<file path="config.mk">
export PLATFORM = sky130hd
export DESIGN_NAME = sync_insert_tx_flat
export DESIGN_NICKNAME = d
export VERILOG_FILES = /design/src/rtl/link_sync_pkg.sv /design/src/rtl/sync_insert_tx_if.sv /design/src/rtl/sync_insert_tx.sv /design/src/flat_wrapper.sv
export SDC_FILE = /design/constraint.sdc
export NUM_CORES = 1
export LEC_CHECK = 0
export CORE_MARGIN = 3
export CORE_UTILIZATION = 55
export DETAILED_ROUTE_END_ITERATION = 8
export DONT_BUFFER_PORTS = 1
export GPL_TIMING_DRIVEN = 1
export MAX_ROUTING_LAYER = met4
export PLACE_DENSITY = 0.7
export SETUP_SLACK_MARGIN = 0.1
export SYNTH_ARGS = -nofsm -noshare
export SYNTH_HDL_FRONTEND = slang
export SYNTH_SLANG_ARGS = --single-unit
</file>
<file path="constraint.sdc">
create_clock -name clk -period 2.6 [get_ports clk]
set_input_delay 0.26 -clock clk [delete_from_list [all_inputs] [get_ports clk]]
set_output_delay 0.26 -clock clk [all_outputs]
set_load 0.03 [all_outputs]
</file>
<file path="src/rtl/link_sync_pkg.sv">
// Constants shared by the lane framer (tx) and the lane aligner (rx):
// sync pattern, aligner lock thresholds and the tx framer state encoding.
package link_sync_pkg;

    localparam logic [15:0] SYNC_PATTERN = 16'h817E;
    localparam logic [5:0]  LOCK_LEVEL   = 6'h10;
    localparam logic [5:0]  UNLOCK_LEVEL = 6'h08;

    typedef enum logic [1:0] {
        TX_IDLE     = 2'b00,
        TX_PREAMBLE = 2'b01,
        TX_DATA     = 2'b10,
        TX_RESYNC   = 2'b11
    } tx_state_t;

    function automatic logic is_sync_word(input logic [15:0] word);
        return (word == SYNC_PATTERN);
    endfunction

endpackage

</file>
<file path="src/rtl/sync_insert_tx_if.sv">
// Upstream valid/ready word channel plus the registered line-side outputs
// of one framed 16-bit lane.
interface sync_insert_tx_if;
    logic        valid_in;
    logic [15:0] datain;
    logic        ready;
    logic        valid;
    logic [15:0] dataout;
    logic        sync_active;
    logic        collision;

    modport master (
        output valid_in, datain,
        input  ready, valid, dataout, sync_active, collision
    );

    modport slave (
        input  valid_in, datain,
        output ready, valid, dataout, sync_active, collision
    );
endinterface

</file>
<file path="src/rtl/sync_insert_tx.sv">
// Transmit framer for one lane: sync preamble after enable/resync, then
// handshaked data forwarding with periodic sync bursts to hold rx lock.
module sync_insert_tx
    import link_sync_pkg::*;
#(
    parameter int SYNC_PREAMBLE = 20,
    parameter int SYNC_BURST    = 2,
    parameter int SYNC_PERIOD   = 1024
) (
    input  logic             clk,
    input  logic             rst,
    input  logic             enable,
    input  logic             resync_req,
    sync_insert_tx_if.slave  lnk
);

    localparam logic [7:0]  PRE_LAST   = 8'(SYNC_PREAMBLE - 1);
    localparam logic [7:0]  BURST_LAST = 8'(SYNC_BURST - 1);
    localparam logic [15:0] PERIOD_LEN = 16'(SYNC_PERIOD);
    localparam bit          PERIOD_EN  = (SYNC_PERIOD != 0);

    tx_state_t   state_r, state_nxt_s;
    logic [7:0]  cnt_r, cnt_nxt_s;
    logic [15:0] period_cnt_r, period_nxt_s;
    logic        pend_r, pend_nxt_s;
    logic        valid_r, valid_nxt_s;
    logic [15:0] dataout_r, dataout_nxt_s;
    logic        sync_r, sync_nxt_s;
    logic        coll_r, coll_nxt_s;
    logic        period_hit_s;
    logic        ready_s;
    logic        transfer_s;

    assign period_hit_s = PERIOD_EN && (period_cnt_r == PERIOD_LEN);
    assign ready_s      = (state_r == TX_DATA) && enable && !pend_r && !period_hit_s;
    assign transfer_s   = lnk.valid_in && ready_s;

    assign lnk.ready       = ready_s;
    assign lnk.valid       = valid_r;
    assign lnk.dataout     = dataout_r;
    assign lnk.sync_active = sync_r;
    assign lnk.collision   = coll_r;

    // Next-state, counter and line-word selection; enable=0 overrides all.
    always_comb begin
        state_nxt_s   = state_r;
        cnt_nxt_s     = cnt_r;
        period_nxt_s  = period_cnt_r;
        valid_nxt_s   = 1'b0;
        dataout_nxt_s = dataout_r;
        sync_nxt_s    = 1'b0;
        coll_nxt_s    = 1'b0;
        if ((state_r != TX_IDLE) && resync_req) begin
            pend_nxt_s = 1'b1;
        end else begin
            pend_nxt_s = pend_r;
        end

        if (!enable) begin
            state_nxt_s  = TX_IDLE;
            cnt_nxt_s    = 8'd0;
            period_nxt_s = 16'd0;
            pend_nxt_s   = 1'b0;
        end else begin
            case (state_r)
                TX_IDLE: begin
                    state_nxt_s  = TX_PREAMBLE;
                    cnt_nxt_s    = 8'd0;
                    period_nxt_s = 16'd0;
                    pend_nxt_s   = 1'b0;
                end
                TX_PREAMBLE: begin
                    valid_nxt_s   = 1'b1;
                    dataout_nxt_s = SYNC_PATTERN;
                    sync_nxt_s    = 1'b1;
                    period_nxt_s  = 16'd0;
                    pend_nxt_s    = 1'b0;
                    // A fresh request restarts the full preamble length.
                    if (resync_req) begin
                        cnt_nxt_s = 8'd0;
                    end else if (cnt_r == PRE_LAST) begin
                        cnt_nxt_s   = 8'd0;
                        state_nxt_s = TX_DATA;
                    end else begin
                        cnt_nxt_s = cnt_r + 8'd1;
                    end
                end
                TX_DATA: begin
                    if (pend_r) begin
                        state_nxt_s = TX_PREAMBLE;
                        cnt_nxt_s   = 8'd0;
                        pend_nxt_s  = 1'b0;
                    end else if (period_hit_s) begin
                        state_nxt_s = TX_RESYNC;
                        cnt_nxt_s   = 8'd0;
                    end else if (transfer_s) begin
                        valid_nxt_s   = 1'b1;
                        dataout_nxt_s = lnk.datain;
                        coll_nxt_s    = is_sync_word(lnk.datain);
                        period_nxt_s  = period_cnt_r + 16'd1;
                    end else begin
                        valid_nxt_s = 1'b0;
                    end
                end
                TX_RESYNC: begin
                    valid_nxt_s   = 1'b1;
                    dataout_nxt_s = SYNC_PATTERN;
                    sync_nxt_s    = 1'b1;
                    if (cnt_r == BURST_LAST) begin
                        cnt_nxt_s    = 8'd0;
                        period_nxt_s = 16'd0;
                        // A request seen during the burst becomes a full preamble.
                        if (pend_r || resync_req) begin
                            state_nxt_s = TX_PREAMBLE;
                            pend_nxt_s  = 1'b0;
                        end else begin
                            state_nxt_s = TX_DATA;
                        end
                    end else begin
                        cnt_nxt_s = cnt_r + 8'd1;
                    end
                end
                default: begin
                    state_nxt_s  = TX_IDLE;
                    cnt_nxt_s    = 8'd0;
                    period_nxt_s = 16'd0;
                    pend_nxt_s   = 1'b0;
                end
            endcase
        end
    end

    // State, counters and registered line outputs.
    always_ff @(posedge clk or posedge rst) begin
        if (rst) begin
            state_r      <= TX_IDLE;
            cnt_r        <= 8'd0;
            period_cnt_r <= 16'd0;
            pend_r       <= 1'b0;
            valid_r      <= 1'b0;
            dataout_r    <= 16'h0000;
            sync_r       <= 1'b0;
            coll_r       <= 1'b0;
        end else begin
            state_r      <= state_nxt_s;
            cnt_r        <= cnt_nxt_s;
            period_cnt_r <= period_nxt_s;
            pend_r       <= pend_nxt_s;
            valid_r      <= valid_nxt_s;
            dataout_r    <= dataout_nxt_s;
            sync_r       <= sync_nxt_s;
            coll_r       <= coll_nxt_s;
        end
    end

endmodule

</file>
<file path="src/flat_wrapper.sv">
// flat-port wrapper written by rule: the top's interface ports become plain ports
module sync_insert_tx_flat import link_sync_pkg::*;
#(
    parameter int SYNC_PREAMBLE = 20,
    parameter int SYNC_BURST    = 2,
    parameter int SYNC_PERIOD   = 1024
)
  (clk, rst, enable, resync_req, lnk_valid_in, lnk_datain, lnk_ready, lnk_valid, lnk_dataout, lnk_sync_active, lnk_collision);
  sync_insert_tx_if lnk_i ();
  input  logic clk;
  input  logic rst;
  input  logic enable;
  input  logic resync_req;
  input wire logic [$bits(lnk_i.valid_in)-1:0] lnk_valid_in;
  input wire logic [$bits(lnk_i.datain)-1:0] lnk_datain;
  output wire logic [$bits(lnk_i.ready)-1:0] lnk_ready;
  output wire logic [$bits(lnk_i.valid)-1:0] lnk_valid;
  output wire logic [$bits(lnk_i.dataout)-1:0] lnk_dataout;
  output wire logic [$bits(lnk_i.sync_active)-1:0] lnk_sync_active;
  output wire logic [$bits(lnk_i.collision)-1:0] lnk_collision;
  assign lnk_i.valid_in = lnk_valid_in;
  assign lnk_i.datain = lnk_datain;
  assign lnk_ready = lnk_i.ready;
  assign lnk_valid = lnk_i.valid;
  assign lnk_dataout = lnk_i.dataout;
  assign lnk_sync_active = lnk_i.sync_active;
  assign lnk_collision = lnk_i.collision;
  sync_insert_tx #(.SYNC_PREAMBLE(SYNC_PREAMBLE), .SYNC_BURST(SYNC_BURST), .SYNC_PERIOD(SYNC_PERIOD)) u_core (.clk(clk), .rst(rst), .enable(enable), .resync_req(resync_req), .lnk(lnk_i));
endmodule
</file>
==> summary.txt, run 1 <==
Route
  – Final ANT Viol Nets: 0
  – Initial DRC count: 145
  – Via/cell ratio: about 6.5
  – Drt first pass iters: 4
  – Routed WL per cell: around 17 um
  – DRC errors left: 0
  – Vias post-DR: around 2,100
  – Total routed wirelength: 5.44 mm

Placement
  – GPL Wtd Cong: between 0.8 and 0.9
  – Dpl cells: 310
  – HPWL Detailed: 3.86 mm
  – Buffers on Ports: 0
  – Placed cell areas: 2520 um2

Floorplan
  – Die footprint: ~5300 um2
  – Die width: 72.9 um
  – Core outline area: 4140 um2
  – Initial Util: 0.594
  – Number of I/O pins: 41
  – FP Rows: 23
  – Floorplan die height: 72.9 um

Synthesis
  – Syn Nets: slightly below 300
  – Post-synth top area share: 0.467
  – EDFF count, synth: 0
  – Yosys reg bits: 46
  – Syn avg cell area: 9.33 um2
  – Synth unique cells: 45
  – Ys async rst share: 1.00
  – Cell taking the most area after synthesis: dfrtp_1
  – Gate count after technology mapping: between 200 and 300
  – Main flop type after synthesis: dfrtp_1
  – Yosys warning count: 0
  – Mapped Area: ~2500 um2
  – Register area share after synthesis: 0.467
  – Area contributors post-synth: dfrtp_1 (47%), nand2_1 (3.8%), o21ai_0 (3.5%), nand3_1 (3.3%), nand4_1 (3.0%)

Setup path
  – R2r setup slk: between 0.3 and 0.4 ns
  – Crit Path Class: flop to flop
  – Startpoint Class: flop
  – Crit path from: u_core.cnt_r[1]
  – RR Endpoint: u_core.period_cnt_r[8]
  – CP endpoint: u_core.period_cnt_r[8]
  – CP max FO: 11
  – Critical Path RT: 2.78 ns
  – FF-to-FF Start: u_core.cnt_r[1]
  – Worst Path Arrival: 2.45 ns
  – R2R cell count: 6
  – Crit. End Element: flop

Power
  – Pwr Density: 540 nW/um2
  – Leak pwr: 1.05 nW
  – Max VDD drop: 0.354 mV
  – Total power: 1.43 mW

Clocking
  – Max Root-Sink Buffers: 2
  – Worst-Skew Late Latency: 0.30 ns
  – Clock Pin Slew Worst Setup and Hold Paths: 0.09 ns
  – TritonCTS Buffers: 5
  – Root buf cell: clkbuf_8
  – H-tree depth: 2
  – Sink Count: 46
  – CTS tree: yes

STA
  – Final setup violating endpoints: 0
  – Final hold vios: 0
  – Max-slew violation count: 0
  – Clock Skews: 0.0105 ns
  – Worst-Margin Slew: 0.945 ns
  – Final critical-path share of the clock period: 0.872
  – Crit path time final: 2.27 ns
  – RSZ-0062 raised after global routing: false
  – Slew headroom: 0.369
  – F_max: 441 MHz
  – Setup_tns: 0 ns

Job
  – Max Cap Violations: 0

Finish
  – FILL cells: roughly 380
  – Ant. Diodes: 0
  – Design area: 2640 um2
  – Fin util: 0.638
  – Commonest non-fill, non-tap cell in the layout: dfrtp_1
  – Most frequent cells in the layout: dfrtp_1 (46), nand2_1 (25), o21ai_0 (17)
  – Layout cell share with drive strength beyond 1: 0.0933
  – Final net count: 292
  – P&R area growth vs syn: 7.37%
  – Finished Layout Cells: between 300 and 400

Status
  – Status: completed

GRT
  – Largest net degree at the start of global routing: 47
  – GRT Total Usage: 0.223
  – Number of global-route vias before repair: approximately 1,900
  – Initial antenna violation count: 0
  – First-pass GRT wire length: 9.06 mm
  – GRT overflow: 0

Hold path
  – HP Class: input pin to async pin
==> metal layers <==
| layer | share of wire | GRT usage |
|---|---|---|
| met5 | 0 | - |
| met4 | 0.0090 | 0.0656 |
| met3 | 0.067 | 0.0482 |
| met2 | 0.46 | 0.335 |
| met1 | 0.46 | 0.305 |
==> flip-flops by register name, summed over array words and instances, names as in the netlist <==
name	count
u_core.lnk.dataout	16
u_core.period_cnt_r	16
u_core.cnt_r	8
u_core.state_r	2
u_core.lnk.collision	1
u_core.lnk.sync_active	1
u_core.lnk.valid	1
u_core.pend_r	1
==> repair_timing <==
item | 4_1_cts | 5_1_grt
endpoints found under the setup margin | 0 | 9
buffers inserted | 0 | 0
gates resized for setup | 0 | 2
hold buffers | 0 | 0
==> logic make-up after synthesis <==
family | count (synthesis) | synth area share
flip-flops | 46 | 0.467
adder cells (fa/ha/maj) | 4 | 0.0203
AND/OR/NAND/NOR | 107 | 0.244
buffers and inverters | 29 | 0.0503
multiplexers | 6 | 0.0244
AO/OA/AOI/OAI | 72 | 0.193
==> worst min-delay path by stage <==
stage	from	endpoint	slack (ns)
after floorplan	enable	u_core.state_r[1]	0.39
after global placement	enable	u_core.state_r[1]	0.39
after detailed placement	enable	u_core.state_r[1]	0.40
after CTS	rst	u_core.lnk.dataout[0]	0.08
after global routing	enable	u_core.state_r[1]	0.09
final	rst	u_core.lnk.dataout[0]	0.04
==> layout make-up <==
| type | count | area, um2 | area share |
|---|---|---|---|
| multi-input cells | 189 | 1200 | 0.453 |
| well taps | 50 | 62.6 | 0.0237 |
| repair buffers | 7 | 52.6 | 0.0199 |
| clock buffers | 5 | 68.8 | 0.0260 |
| inverters | 18 | 67.6 | 0.0256 |
| flip-flops and latches | 46 | 1150 | 0.435 |
| clock inverters | 3 | 43.8 | 0.0166 |
==> power breakdown <==
part           leakage [nW]  switching, mW  internal [mW]
clock                0.0585          0.250          0.288
sequential            0.606         0.0599          0.740
combinational         0.381         0.0566         0.0321
==> critical path, stage by stage (launching register included) <==
cell and delay [ns]:
dfrtp_1 0.42, inv_1 0.08, ha_1 0.13, nor4b_1 0.57
a31oi_2 0.36, and3_1 0.28, a311o_1 0.31
==> cells in the mapped netlist (all sizes together), types with 3 or more instances <==
cell	instances
nand4	12
inv	16
o211ai	8
mux2i	6
ha	4
buf	8
nor3	7
or4	3
a211oi	9
nor4bb	3
nor4	7
dfrtp	46
o31ai	3
o21ai	20
nand3	16
a21oi	12
clkbuf	3
nand2b	4
nor4b	4
and4	3
a31oi	8
nand2	25
nor2	14
==> through the flow <==
step	setup slack (ns)	hold slack [ns]
after global placement	0.320	0.394
after detailed placement	0.285	0.397
after floorplan	0.708	0.385
after CTS	0.252	0.0755
after global routing	0.147	0.0946
final	0.333	0.0359
Note: power is estimated with default switching activity, not from simulation.
==> inputs of run 2 (changes only) <==
--- a/config.mk
+++ b/config.mk
@@ -12,6 +12,7 @@
 export GPL_TIMING_DRIVEN = 1
 export MAX_ROUTING_LAYER = met4
 export PLACE_DENSITY = 0.7
+export REMOVE_ABC_BUFFERS = 1
 export SETUP_SLACK_MARGIN = 0.1
 export SYNTH_ARGS = -nofsm -noshare
 export SYNTH_HDL_FRONTEND = slang
==> run 2 against run 1 <==
Compared with the run above:
- non-clock buffer count grew 2
- critical path depth increased by 1
- core utilization fell by 0.12 points
- sequential power barely moved
- cell count rose by 0.63%
- largest cell class unchanged
- die area stayed put
- clock skew is essentially flat
- critical endpoint is now lnk_ready
- clock-buffer cell count rose by 1
==> summary.txt, run 2 (same netlist as run 1, synthesis figures left out) <==
Status
  – Status: completed

Clocking
  – TritonCTS Buffers: 5
  – Worst-Skew Late Latency: 0.30 ns
  – Clock Pin Slew Worst Setup and Hold Paths: 0.09 ns
  – Max Root-Sink Buffers: 2
  – CTS tree: yes
  – H-tree depth: 2
  – Root buf cell: clkbuf_8
  – Sink Count: 46
  – Number of hold buffers added after cts: 0
  – Post-CTS Setup Inserts: 0

GRT
  – GRT overflow: 0
  – GRT Total Usage: 0.238
  – Number of global-route vias before repair: 2,076
  – Largest net degree at the start of global routing: 47
  – First-pass GRT wire length: 9.65 mm
  – Initial antenna violation count: 0

Setup path
  – Critical path, cell by cell: inv_1 > ha_1 > nor4b_1 > nand4_1 > nand2_1 > inv_1 > buf_4
  – Crit. End Element: output port
  – Crit Path Class: flop to output port
  – Slowest-stage cell, CP: dfrtp_1
  – Critical Path RT: 2.34 ns
  – Top cell by count, worst path: inv_1
  – Worst Path Arrival: 1.92 ns
  – CP max FO: 5
  – Max stage delay on crit path: roughly 0.42 ns
  – Startpoint Class: flop

Route
  – DRC errors left: 0
  – Routed WL per cell: 17.5 um
  – Initial DRC count: 183
  – Via/cell ratio: 6.63
  – Total routed wirelength: roughly 5.6 mm
  – Final ANT Viol Nets: 0
  – Vias post-DR: 2,123
  – Drt first pass iters: 4

Floorplan
  – Die width: 72.9 um
  – Number of I/O pins: 41
  – Initial Util: 0.594
  – Core outline area: ~4100 um2
  – FP Rows: 23
  – Floorplan die height: around 73 um
  – Die footprint: ~5300 um2

Power
  – Flop pwr share: 0.603
  – Sw Share: 0.275
  – Leak pwr: 1.04 nW
  – Combinational power share: 0.066
  – Max VDD drop: 0.446 mV
  – Clock Power Share: 0.332
  – Cell internal pwr: 0.963 mW
  – NetSw: 0.364 mW
  – Pwr Density: 503 nW/um2

STA
  – Setup_tns: 0 ns
  – Slew headroom: 0.370
  – Final critical-path share of the clock period: 0.837
  – Worst hold slack: between 0.03 and 0.04 ns
  – Final hold vios: 0
  – RSZ-0062 raised after global routing: false
  – Crit path time final: 2.18 ns
  – Worst-Margin Slew: 0.943 ns
  – Max-slew violation count: 0
  – F_max: roughly 460 MHz
  – Final setup violating endpoints: 0
  – Clock Skews: about 0.010 ns

Job
  – Max Cap Violations: 0

Finish
  – Commonest non-fill, non-tap cell in the layout: dfrtp_1
  – Ant. Diodes: 0
  – Most frequent cells in the layout: dfrtp_1 (46), nand2_1 (25), o21ai_0 (17)
  – P&R area growth vs syn: 7.16%
  – Final net count: between 200 and 300
  – Layout cell share with drive strength beyond 1: 0.0926

Placement
  – Buffers on Ports: 0
  – HPWL Detailed: 3.85 mm
  – GPL Wtd Cong: between 0.8 and 0.9

Hold path
  – HP Class: input pin to async pin
[run 2: changes by cell type in the layout (fill, tap and decap cells not counted), sizes merged]
cell,previous run,this run
clkinv,3,4
inv,17,16
clkbuf,5,6
buf,7,9
bufinv,1,0
[run 2: layer usage]
metal,track usage,share of wire
met1,0.344,0.46
met2,0.332,0.46
met3,0.0510,0.069
met4,0.0840,0.011
met5,-,0
[run 2: per-stage QoR]
stage	setup WS, ns	total power, mW	utilization	cells	cell area [um2]
after detailed placement	0.338	0.902	0.615	312	2550
after global routing	0.256	1.39	0.637	320	2640
final	0.425	1.33	0.637	320	2640
after floorplan	0.165	0.875	-	253	2410
after global placement	0.408	0.901	0.615	312	2550
after CTS	0.312	1.34	0.636	320	2640
[run 2: critical path: cells and delay by family, from the launching register on]
kind	cells	cell delay (ns)
flip-flops	1	0.42
adder cells (fa/ha/maj)	1	0.15
AND/OR/NAND/NOR	3	0.68
buffers and inverters	3	0.36
[run 2: what timing repair did]
action	CTS	global route
endpoints found under the setup margin	0	2
resized for setup	0	1
endpoints found under the hold margin	0	0
[run 2: power by group through the flow]
stage          combinational (mW)  clock, mW  sequential, mW
2_1_floorplan              0.0660          0           0.809
5_1_grt                     0.107      0.480           0.804
3_5_place_dp               0.0883          0           0.814
3_3_place_gp               0.0866          0           0.815
4_1_cts                    0.0882      0.451           0.800
6_report                   0.0871      0.440           0.800
[run 2: path summary, 6_finish.rpt]
path	cells after the start	slack [ns]	start	end
min reg2reg	2	0.55	u_core.period_cnt_r[10]	u_core.period_cnt_r[10]
max reg2reg	6	0.49	u_core.cnt_r[0]	u_core.cnt_r[2]
max	7	0.42	u_core.period_cnt_r[0]	lnk_ready
min in group clk	1	0.09	enable	u_core.state_r[1]
max in group asynchronous	1	1.96	rst	u_core.cnt_r[5]
min	1	0.03	rst	u_core.period_cnt_r[5]
[run 2: layout make-up]
type	instances	area, um2
Multi-Input combinational cell	189	1190
Clock buffer	6	72.6
Fill cell	346	1510
Sequential cell	46	1150
Timing Repair Buffer	9	80.1
Clock inverter	2	13.8
Inverter	18	67.6
Tap cell	50	62.6
==> inputs of run 3 (changes only) <==
==> constraint.sdc (replaced) <==
create_clock -name clk -period 2.2 [get_ports clk]
set_input_delay 0.22 -clock clk [delete_from_list [all_inputs] [get_ports clk]]
set_output_delay 0.22 -clock clk [all_outputs]
set_load 0.03 [all_outputs]
==> run 3 against run 2 <==
Compared with the run above:
- sequential cell count did not move
- cell area rose by 2.9%
- non-clock buffer count rose by 8
- clock skew fell by 0.0023 ns
- cell count rose by 2.2%
- global-route usage rose by 0.11 points
- register-to-register slack got worse by 0.27 ns
- clock power rose by 11%
- critical endpoint unchanged
==> summary.txt, run 3 (same netlist as run 1, synthesis figures left out) <==
Status
  – Status: completed

Floorplan
  – Core outline area: 4140 um2
  – Initial Util: 0.594
  – Die footprint: 5320 um2
  – FP Rows: 23
  – Die width: 72.9 um
  – Number of I/O pins: 41
  – Floorplan die height: 72.9 um

STA
  – Clock Skews: 0.00782 ns
  – Final setup violating endpoints: 0
  – RSZ-0062 raised after global routing: false
  – Max-slew violation count: 0
  – Final hold vios: 0
  – Post-route setup slack: between 0.2 and 0.25 ns
  – F_max: 503 MHz
  – Crit path time final: slightly below 2 ns
  – Slew headroom: 0.692
  – Worst-Margin Slew: 0.459 ns
  – Final critical-path share of the clock period: 0.904

Job
  – Max Cap Violations: 0

Finish
  – Layout cell share with drive strength beyond 1: 0.130
  – Most frequent cells in the layout: dfrtp_1 (46), nand2_1 (24), o21ai_0 (17)
  – Design area: 2720 um2
  – Commonest non-fill, non-tap cell in the layout: dfrtp_1
  – Area of the multi-input gates: 1230 um2
  – Final net count: a little over 300
  – P&R area growth vs syn: 10.3%
  – Ant. Diodes: 0
  – FF/Latch Area: 1150 um2
  – FILL cells: between 300 and 400

Hold path
  – HP Class: input pin to flop

Placement
  – GPL Wtd Cong: slightly below 0.9
  – Placed cell areas: 2580 um2
  – HPWL Detailed: around 4.2 mm
  – Buffers on Ports: 0
  – Worst slack, placed: 0.0957 ns

Power
  – Leak pwr: 1.10 nW
  – Total power: 1.56 mW
  – Pwr Density: ~570 nW/um2
  – Max VDD drop: 0.564 mV

Clocking
  – Root buf cell: clkbuf_8
  – Max Root-Sink Buffers: 2
  – H-tree depth: 2
  – Sink Count: 46
  – TritonCTS Buffers: 5
  – CTS tree: yes
  – Worst-Skew Late Latency: about 0.3 ns
  – Clock Pin Slew Worst Setup and Hold Paths: around 0.080 ns

Route
  – DRC errors left: 0
  – Initial DRC count: 86
  – Vias post-DR: 2,118
  – Total routed wirelength: 5.85 mm
  – Routed WL per cell: 17.9 um
  – Drt first pass iters: 4
  – Final ANT Viol Nets: 0
  – Via/cell ratio: ~6.5

Setup path
  – Worst Path Arrival: 1.77 ns
  – Crit Path Class: flop to output port
  – Crit. End Element: output port
  – CP max FO: 4
  – Critical Path RT: about 2.0 ns
  – R2r setup slk: 0.22 ns
  – Startpoint Class: flop

GRT
  – GRT overflow: 0
  – Number of global-route vias before repair: between 2,000 and 2,500
  – GRT Total Usage: 0.239
  – Initial antenna violation count: 0
  – Largest net degree at the start of global routing: 27
  – First-pass GRT wire length: 9.77 mm
[run 3: layout make-up]
cell class,count,share of cell area
inverter,18,0.0249
sequential,46,0.424
timing repair buffer,17,0.0479
tap,50,0.0230
clock inverter,2,0.00368
multi-input combinational,189,0.451
clock buffer,5,0.0253
[run 3: worst max-delay path, stage by stage, from the launching register on]
cell and delay, ns:
dfrtp_1 0.42, inv_1 0.10, ha_1 0.18, nor4b_4 0.21, nand4_1 0.20, nand2_2 0.14
inv_1 0.06, buf_4 0.16
[run 3: repair_timing]
action,CTS,global route
resized for setup,3,4
hold buffers,1,0
pin swaps,1,1
buffers inserted,0,1
hold endpoints to repair,13,0
setup endpoints to repair,2,14
[run 3: per-stage QoR]
step / std cells / util / TNS (ns) / hold WS (ns)
after floorplan: 253 / - / -0.310 / 0.345
after global placement: 318 / 0.623 / 0 / 0.0795
after detailed placement: 318 / 0.623 / 0 / 0.0829
after CTS: 326 / 0.648 / 0 / 0.0398
after global routing: 327 / 0.655 / 0 / 0.0370
final: 327 / 0.655 / 0 / 0.0446
[run 3: metal layers]
metal / vias up / global-route usage / share of wire
met2: 64 / 0.352 / 0.46
li1: 1021 / - / -
met3: 7 / 0.0634 / 0.059
met5: - / - / 0
met1: 1026 / 0.329 / 0.47
met4: 0 / 0.0676 / 0.012
[run 3: worst paths after layout]
kind                                        start                      to  depth (start not counted)
max in group asynchronous                     rst  u_core.lnk.sync_active                          3
setup / recovery           u_core.period_cnt_r[0]               lnk_ready                          7
setup reg to reg           u_core.period_cnt_r[0]  u_core.period_cnt_r[8]                          5
hold / removal                             enable       u_core.state_r[1]                          1
hold reg to reg            u_core.period_cnt_r[2]  u_core.period_cnt_r[2]                          1
min in group asynchronous                     rst  u_core.period_cnt_r[5]                          2
[run 3: power by group]
group / switching, mW / leakage (nW) / internal (mW)
registers: 0.0732 / 0.606 / 0.875
logic: 0.0704 / 0.454 / 0.0469
clock network: 0.276 / 0.0438 / 0.214
total: 0.420 / 1.10 / 1.14
